## src/rtl/ps2_arrow_decoder_if.sv

```systemverilog
// rtl/ps2_arrow_decoder_if.sv - PS/2 pins and decoded key-level outputs
interface ps2_arrow_decoder_if;
    logic       ps2_clk;
    logic       ps2_data;
    logic       up;
    logic       down;
    logic       right;
    logic       left;
    logic [7:0] scan_code;
    logic       code_valid;
    logic       frame_err;

    modport master (
        input  ps2_clk, ps2_data,
        output up, down, right, left, scan_code, code_valid, frame_err
    );

    modport slave (
        output ps2_clk, ps2_data,
        input  up, down, right, left, scan_code, code_valid, frame_err
    );
endinterface

```

## src/rtl/ps2_arrow_decoder.sv

```systemverilog
// rtl/ps2_arrow_decoder.sv - PS/2 receiver with E0/F0 tracking, arrow/WASD held-key levels
module ps2_arrow_decoder #(
    parameter int FILTER_LEN     = 4,
    parameter int TIMEOUT_CYCLES = 50000
) (
    input  logic                clk,
    input  logic                resetN,
    ps2_arrow_decoder_if.master bus
);
    localparam int FW     = $clog2(FILTER_LEN + 1);
    localparam int TW_RAW = $clog2(TIMEOUT_CYCLES + 1);
    localparam int TW     = (TW_RAW > 16) ? TW_RAW : 16;

    typedef enum logic [1:0] {IDLE, DATA, PARITY, STOP} state_t;

    state_t        state, state_n;
    logic          clk_s1, clk_s2, dat_s1, dat_s2;
    logic          filt, filt_d, fall;
    logic [FW-1:0] fcnt;
    logic [2:0]    bitcnt;
    logic [7:0]    shreg;
    logic          par_ok;
    logic [TW-1:0] to_cnt;
    logic          ext, brk;
    logic [3:0]    dir;
    logic [7:0]    scan_q;
    logic          cv_q, fe_q;
    logic          shift_en, par_en, good, bad, timeout;

    always_ff @(posedge clk or negedge resetN) begin
        if (!resetN) begin
            clk_s1 <= 1'b1;
            clk_s2 <= 1'b1;
            dat_s1 <= 1'b1;
            dat_s2 <= 1'b1;
        end else begin
            clk_s1 <= bus.ps2_clk;
            clk_s2 <= clk_s1;
            dat_s1 <= bus.ps2_data;
            dat_s2 <= dat_s1;
        end
    end

    // Filtered level flips only after FILTER_LEN consecutive disagreeing samples
    always_ff @(posedge clk or negedge resetN) begin
        if (!resetN) begin
            filt   <= 1'b1;
            filt_d <= 1'b1;
            fcnt   <= '0;
            fall   <= 1'b0;
        end else begin
            filt_d <= filt;
            fall   <= filt_d & ~filt;
            if (clk_s2 == filt) begin
                fcnt <= '0;
            end else if (fcnt == FW'(FILTER_LEN - 1)) begin
                filt <= clk_s2;
                fcnt <= '0;
            end else begin
                fcnt <= fcnt + 1'b1;
            end
        end
    end

    always_ff @(posedge clk or negedge resetN) begin
        if (!resetN) state <= IDLE;
        else         state <= state_n;
    end

    always_comb begin
        state_n  = state;
        shift_en = 1'b0;
        par_en   = 1'b0;
        good     = 1'b0;
        bad      = 1'b0;
        timeout  = (state != IDLE) && !fall && (to_cnt >= TW'(TIMEOUT_CYCLES - 1));
        case (state)
            IDLE:   if (fall && !dat_s2) state_n = DATA;
            DATA:   if (fall) begin
                        shift_en = 1'b1;
                        if (bitcnt == 3'd7) state_n = PARITY;
                    end
            PARITY: if (fall) begin
                        par_en  = 1'b1;
                        state_n = STOP;
                    end
            STOP:   if (fall) begin
                        if (par_ok && dat_s2) good = 1'b1;
                        else                  bad  = 1'b1;
                        state_n = IDLE;
                    end
            default: state_n = IDLE;
        endcase
        if (timeout) state_n = IDLE;
    end

    always_ff @(posedge clk or negedge resetN) begin
        if (!resetN) begin
            bitcnt <= '0;
            shreg  <= '0;
            par_ok <= 1'b0;
            to_cnt <= '0;
            cv_q   <= 1'b0;
            fe_q   <= 1'b0;
            scan_q <= '0;
        end else begin
            if (state == IDLE) bitcnt <= '0;
            if (timeout) begin
                shreg <= '0;
            end else if (shift_en) begin
                shreg  <= {dat_s2, shreg[7:1]};
                bitcnt <= bitcnt + 1'b1;
            end
            if (par_en) par_ok <= ^{shreg, dat_s2};
            if (state == IDLE || fall) to_cnt <= '0;
            else                       to_cnt <= to_cnt + 1'b1;
            cv_q <= good;
            fe_q <= bad | timeout;
            if (good) scan_q <= shreg;
        end
    end

    // Prefix tracking and key map; dir is {up, down, right, left}
    always_ff @(posedge clk or negedge resetN) begin
        if (!resetN) begin
            ext <= 1'b0;
            brk <= 1'b0;
            dir <= '0;
        end else if (bad || timeout) begin
            ext <= 1'b0;
            brk <= 1'b0;
        end else if (good) begin
            if (shreg == 8'hE0) begin
                ext <= 1'b1;
            end else if (shreg == 8'hF0) begin
                brk <= 1'b1;
            end else begin
                case ({ext, shreg})
                    9'h175:  dir[3] <= ~brk;
                    9'h172:  dir[2] <= ~brk;
                    9'h174:  dir[1] <= ~brk;
                    9'h16B:  dir[0] <= ~brk;
                    9'h01D:  dir[3] <= ~brk;
                    9'h01B:  dir[2] <= ~brk;
                    9'h023:  dir[1] <= ~brk;
                    9'h01C:  dir[0] <= ~brk;
                    default: ;
                endcase
                ext <= 1'b0;
                brk <= 1'b0;
            end
        end
    end

    assign bus.up         = dir[3];
    assign bus.down       = dir[2];
    assign bus.right      = dir[1];
    assign bus.left       = dir[0];
    assign bus.scan_code  = scan_q;
    assign bus.code_valid = cv_q;
    assign bus.frame_err  = fe_q;
endmodule

```

## src/flat_wrapper.sv

```systemverilog
// flat-port wrapper written by rule: the top's interface ports become plain ports
module ps2_arrow_decoder_flat 
#(
    parameter int FILTER_LEN     = 4,
    parameter int TIMEOUT_CYCLES = 50000
)
  (clk, resetN, bus_ps2_clk, bus_ps2_data, bus_up, bus_down, bus_right, bus_left, bus_scan_code, bus_code_valid, bus_frame_err);
  ps2_arrow_decoder_if bus_i ();
  input  logic clk;
  input  logic resetN;
  input wire logic [$bits(bus_i.ps2_clk)-1:0] bus_ps2_clk;
  input wire logic [$bits(bus_i.ps2_data)-1:0] bus_ps2_data;
  output wire logic [$bits(bus_i.up)-1:0] bus_up;
  output wire logic [$bits(bus_i.down)-1:0] bus_down;
  output wire logic [$bits(bus_i.right)-1:0] bus_right;
  output wire logic [$bits(bus_i.left)-1:0] bus_left;
  output wire logic [$bits(bus_i.scan_code)-1:0] bus_scan_code;
  output wire logic [$bits(bus_i.code_valid)-1:0] bus_code_valid;
  output wire logic [$bits(bus_i.frame_err)-1:0] bus_frame_err;
  assign bus_i.ps2_clk = bus_ps2_clk;
  assign bus_i.ps2_data = bus_ps2_data;
  assign bus_up = bus_i.up;
  assign bus_down = bus_i.down;
  assign bus_right = bus_i.right;
  assign bus_left = bus_i.left;
  assign bus_scan_code = bus_i.scan_code;
  assign bus_code_valid = bus_i.code_valid;
  assign bus_frame_err = bus_i.frame_err;
  ps2_arrow_decoder #(.FILTER_LEN(FILTER_LEN), .TIMEOUT_CYCLES(TIMEOUT_CYCLES)) u_core (.clk(clk), .resetN(resetN), .bus(bus_i));
endmodule
```

## config.mk

```make
export PLATFORM = sky130hd
export DESIGN_NAME = ps2_arrow_decoder_flat
export DESIGN_NICKNAME = d
export VERILOG_FILES = /design/src/rtl/ps2_arrow_decoder_if.sv /design/src/rtl/ps2_arrow_decoder.sv /design/src/flat_wrapper.sv
export SDC_FILE = /design/constraint.sdc
export NUM_CORES = 1
export LEC_CHECK = 0
export CAP_MARGIN = 40
export CORE_ASPECT_RATIO = 1.2
export CORE_UTILIZATION = 48
export CTS_BUF_LIST = sky130_fd_sc_hd__clkbuf_16
export DETAILED_ROUTE_END_ITERATION = 8
export MAX_ROUTING_LAYER = met4
export PLACE_DENSITY_LB_ADDON = 0.05
export REMOVE_ABC_BUFFERS = 1
export SETUP_SLACK_MARGIN = 0.5
export SYNTH_ARGS = -nofsm -noshare
export SYNTH_HDL_FRONTEND = slang
export SYNTH_SLANG_ARGS = --single-unit
```

## constraint.sdc

```tcl
create_clock -name clk -period 2.66 [get_ports clk]
set_input_delay 0.266 -clock clk [delete_from_list [all_inputs] [get_ports clk]]
set_output_delay 0.266 -clock clk [all_outputs]
set_load 0.03 [all_outputs]
```

==> run_summary.xml <==
<?xml version="1.0" encoding="UTF-8"?>
<metrics>
  <group name="power_and_ir_drop">
    <metric name="static-leakage-power" unit="nW">1.34</metric>
    <metric name="totalPowerFinal" unit="mW">2.68</metric>
    <metric name="vdd_ir_drop_max" unit="V">0.000443</metric>
    <metric name="power-per-cell-area" unit="mW/mm^2">879</metric>
  </group>
  <group name="global_route">
    <metric name="remaining_global_route_overflow" unit="">0</metric>
    <metric name="gr-usage-all-layers" unit="">0.183</metric>
    <metric name="maximum_number_of_pins_on_one_net_before_global_route_repair" unit="">37</metric>
    <metric name="initial_antenna_violation_count" unit="">0</metric>
    <metric name="grt_first_pass_wirelength" unit="mm">8.39</metric>
    <metric name="first_global_vias" unit="">1913</metric>
  </group>
  <group name="routing">
    <metric name="drt_antenna_net_count" unit="">0</metric>
    <metric name="dr.first_iter.drc_count" unit="">69</metric>
    <metric name="drt_drc_violations_left" unit="">0</metric>
    <metric name="post_drt_wl_per_cell" unit="um">12.8</metric>
    <metric name="via_count" unit="">1813</metric>
    <metric name="wl" unit="mm">4.48</metric>
    <metric name="detail_route.first_pass.iterations" unit="">4</metric>
    <metric name="viasPerCell" unit="">5.18</metric>
  </group>
  <group name="sta">
    <metric name="timing.slew.headroom" unit="">0.572</metric>
    <metric name="worstMarginPinSlew" unit="ns">0.643</metric>
    <metric name="final_min_period_over_clock_period" unit="">0.652</metric>
    <metric name="final.min_clock_period" unit="ns">1.73</metric>
    <metric name="setup_repair_after_global_routing_missed_its_margin" unit="">false</metric>
    <metric name="drv_slew" unit="">0</metric>
    <metric name="clock-skew-final" unit="ns">0.00606</metric>
    <metric name="timing.setup.tns" unit="ns">0</metric>
    <metric name="final_report_hold_violation_count" unit="">0</metric>
    <metric name="maximum_frequency_from_static_timing_analysis" unit="GHz">0.577</metric>
    <metric name="setup_viol" unit="">0</metric>
  </group>
  <group name="clock_network">
    <metric name="cts_made_buffers" unit="">5</metric>
    <metric name="clock_path_buffers" unit="">2</metric>
    <metric name="clk_pin_slew" unit="ns">0.07</metric>
    <metric name="clk_latency" unit="ns">0.29</metric>
    <metric name="root_buffer" unit="">sky130_fd_sc_hd__clkbuf_16</metric>
    <metric name="cts.sink_count" unit="">56</metric>
    <metric name="post_cts_resize_count" unit="">0</metric>
    <metric name="clock_tree.htree_level_count" unit="">2</metric>
    <metric name="tritoncts" unit="">done</metric>
    <metric name="post_cts_buffers" unit="">0</metric>
  </group>
  <group name="synthesis">
    <metric name="synth.avg_cell_area" unit="um^2">9.94</metric>
    <metric name="synth-main-ff-cell" unit="">sky130_fd_sc_hd__dfrtp_1</metric>
    <metric name="synth.cell_area" unit="mm^2">0.00270</metric>
    <metric name="yosysSeqAreaShare" unit="">0.523</metric>
    <metric name="syn-instance-count" unit="">271</metric>
    <metric name="synthArstFlopShare" unit="">1.00</metric>
    <metric name="ys_ff_latch" unit="">56</metric>
    <metric name="number_of_warning_messages_in_the_yosys_log" unit="">0</metric>
    <metric name="synth_edf_count" unit="">0</metric>
    <metric name="post_synth_num_cell_types" unit="">48</metric>
  </group>
  <group name="setup_path">
    <metric name="crit_path_start_kind" unit="">flop</metric>
    <metric name="critPathArrivalTime" unit="ns">1.90</metric>
    <metric name="critPathLaunch" unit="">u_core.to_cnt[0]</metric>
    <metric name="critical_path.endpoint_type" unit="">flop</metric>
    <metric name="timing.rr.start" unit="">u_core.to_cnt[0]</metric>
    <metric name="critical_path_class" unit="">flop to flop</metric>
    <metric name="critPathRequiredTime" unit="ns">2.83</metric>
    <metric name="critPathMaxFanout" unit="">13</metric>
  </group>
  <group name="job">
    <metric name="timing.max_cap.violations" unit="">0</metric>
  </group>
  <group name="floorplan">
    <metric name="floorplan.die_area" unit="mm^2">0.00592</metric>
    <metric name="ioPinCount" unit="">18</metric>
    <metric name="floorplan.initialDensity" unit="">0.505</metric>
    <metric name="die_height" unit="um">84.1</metric>
    <metric name="chipWidth" unit="um">70.4</metric>
    <metric name="site_rows" unit="">29</metric>
    <metric name="area_of_the_core" unit="mm^2">0.00533</metric>
  </group>
  <group name="layout">
    <metric name="fillCellCount" unit="">466</metric>
    <metric name="multiInputGateArea" unit="mm^2">0.00118</metric>
    <metric name="flow.area_growth_from_synthesis" unit="%">13.0</metric>
    <metric name="diodes" unit="">0</metric>
    <metric name="seq_area" unit="mm^2">0.00141</metric>
    <metric name="fraction_of_layout_cells_with_a_size_suffix_above_1" unit="">0.111</metric>
    <metric name="nets" unit="">299</metric>
  </group>
  <group name="outcome">
    <metric name="outcome" unit="">finished clean</metric>
  </group>
  <group name="place">
    <metric name="port_buffers" unit="">17</metric>
    <metric name="detailed_place_hpwl" unit="mm">3.10</metric>
    <metric name="routability_congestion_estimate_from_global_placement" unit="">0.742</metric>
  </group>
  <group name="hold_path">
    <metric name="hp-class" unit="">flop to flop</metric>
    <metric name="hold_path.startpoint" unit="">u_core.dat_s1</metric>
  </group>
</metrics>
## where the power goes
group / switching, mW / leakage (nW) / internal (mW)
Clock: 0.292 / 0.0712 / 0.348
Sequential: 0.215 / 0.744 / 1.03
Combinational: 0.425 / 0.529 / 0.365
Total: 0.932 / 1.34 / 1.74
## layout make-up
type,instances,share of cell area
Inverter,10,0.0123
Multi-Input combinational cell,193,0.387
Clock buffer,5,0.0411
Tap cell,62,0.0255
Sequential cell,56,0.463
Clock inverter,3,0.00658
Timing Repair Buffer,21,0.0649
## worst max-delay path, cell delays in order, from the launching register on
cell and delay (ns):
sky130_fd_sc_hd__dfrtp_1 0.39, sky130_fd_sc_hd__ha_1 0.21, sky130_fd_sc_hd__nand3_2 0.16, sky130_fd_sc_hd__a2111oi_2 0.36, sky130_fd_sc_hd__o21bai_2 0.25, sky130_fd_sc_hd__a21oi_1 0.19, sky130_fd_sc_hd__o21ai_1 0.06
## layer usage
layer | wire length, um | vias up | track usage | part of all wire
li1 | - | 921 | - | -
met1 | 2070 | 868 | 0.218 | 0.46
met2 | 2240 | 18 | 0.306 | 0.50
met3 | 87 | 6 | 0.0302 | 0.019
met4 | 82 | 0 | 0.0727 | 0.018
met5 | 0 | - | - | 0
## registers in the layout, summed over array words and instances, names as in the netlist, 2 cells and up
name and cells:
u_core.shreg 8, u_core.state 2, u_core.bus.scan_code 8, u_core.dir 4
u_core.to_cnt 16, u_core.bitcnt 3, u_core.fcnt 3
## repair_timing
item | CTS | global route
hold buffers | 1 | 0
endpoints found under the hold margin | 18 | 0
endpoints found under the setup margin | 0 | 0
## logic make-up (layout without fill, tap and decap cells)
| kind of cell | Yosys count | in the layout | share of synthesized area |
|---|---|---|---|
| AND/OR/NAND/NOR | 127 | 127 | 0.234 |
| flip-flops | 56 | 56 | 0.523 |
| AO/OA/AOI/OAI | 31 | 31 | 0.0752 |
| XOR/XNOR | 22 | 22 | 0.0715 |
| buffers and inverters | 22 | 39 | 0.0404 |
| adder cells (fa/ha/maj) | 8 | 8 | 0.0371 |
| multiplexers | 5 | 5 | 0.0190 |
## cells in the mapped netlist, types with 2 or more instances
library cell | n | area [um^2]
sky130_fd_sc_hd__nor3_1 | 7 | 35.0
sky130_fd_sc_hd__a21oi_1 | 4 | 20.0
sky130_fd_sc_hd__o21ai_1 | 9 | 45.0
sky130_fd_sc_hd__nor2_1 | 28 | 105
sky130_fd_sc_hd__buf_2 | 6 | 30.0
sky130_fd_sc_hd__o21ai_0 | 8 | 40.0
sky130_fd_sc_hd__nor3b_1 | 2 | 15.0
sky130_fd_sc_hd__a31oi_1 | 2 | 12.5
sky130_fd_sc_hd__nor3_2 | 2 | 20.0
sky130_fd_sc_hd__ha_1 | 8 | 100
sky130_fd_sc_hd__nor2b_1 | 4 | 25.0
sky130_fd_sc_hd__mux2i_1 | 4 | 40.0
sky130_fd_sc_hd__dfstp_2 | 6 | 158
sky130_fd_sc_hd__nand4_1 | 4 | 25.0
sky130_fd_sc_hd__and2_1 | 2 | 12.5
sky130_fd_sc_hd__buf_6 | 2 | 22.5
sky130_fd_sc_hd__xnor2_1 | 13 | 114
sky130_fd_sc_hd__clkbuf_1 | 3 | 11.3
sky130_fd_sc_hd__inv_1 | 9 | 33.8
sky130_fd_sc_hd__and3_1 | 2 | 12.5
sky130_fd_sc_hd__nand2_1 | 52 | 195
sky130_fd_sc_hd__nand2b_1 | 4 | 25.0
sky130_fd_sc_hd__nand3_2 | 2 | 20.0
sky130_fd_sc_hd__nand3_1 | 7 | 35.0
sky130_fd_sc_hd__dfrtp_1 | 50 | 1250
sky130_fd_sc_hd__xor2_1 | 9 | 78.8
## cells in the final DEF, fill, tap and decap left out, types with 3 or more instances in the layout
master | netlist | routed
sky130_fd_sc_hd__nand2b_1 | 4 | 4
sky130_fd_sc_hd__nor2b_1 | 4 | 4
sky130_fd_sc_hd__nand3_1 | 7 | 7
sky130_fd_sc_hd__dfstp_2 | 6 | 6
sky130_fd_sc_hd__dfrtp_1 | 50 | 50
sky130_fd_sc_hd__o21ai_0 | 8 | 8
sky130_fd_sc_hd__ha_1 | 8 | 8
sky130_fd_sc_hd__nand4_1 | 4 | 4
sky130_fd_sc_hd__inv_1 | 9 | 10
sky130_fd_sc_hd__nand2_1 | 52 | 52
sky130_fd_sc_hd__xnor2_1 | 13 | 13
sky130_fd_sc_hd__clkbuf_16 | 0 | 5
sky130_fd_sc_hd__nor2_1 | 28 | 28
sky130_fd_sc_hd__clkdlybuf4s50_1 | 0 | 16
sky130_fd_sc_hd__a21oi_1 | 4 | 4
sky130_fd_sc_hd__o21ai_1 | 9 | 9
sky130_fd_sc_hd__xor2_1 | 9 | 9
sky130_fd_sc_hd__mux2i_1 | 4 | 4
sky130_fd_sc_hd__buf_4 | 1 | 3
sky130_fd_sc_hd__nor3_1 | 7 | 7
## path summary, 6_finish.rpt
path                                         end  slack (ns)  depth (start not counted)
setup / recovery                 u_core.state[1]        0.93                          6
hold reg to reg                    u_core.dat_s2        0.36                          0
hold / removal                     u_core.dat_s2        0.36                          0
max in group asynchronous          u_core.dat_s2        1.33                          3
min in group asynchronous  u_core.bus.code_valid        0.47                          2
setup reg to reg                 u_core.state[1]        0.93                          6
## through the flow
step | setup slack (ns) | instance area (um^2) | hold slack, ns | util | cells
finish | 0.927 | 3040 | 0.357 | 0.571 | 350
detailed placement | 0.910 | 2890 | 0.257 | 0.542 | 341
CTS | 0.898 | 3040 | 0.358 | 0.571 | 350
global route | 0.745 | 3040 | 0.365 | 0.571 | 350
floorplan | 0.937 | 2620 | -0.0296 | - | 259
global placement | 0.948 | 2890 | 0.250 | 0.542 | 341
(Power assumes the default switching activity.)
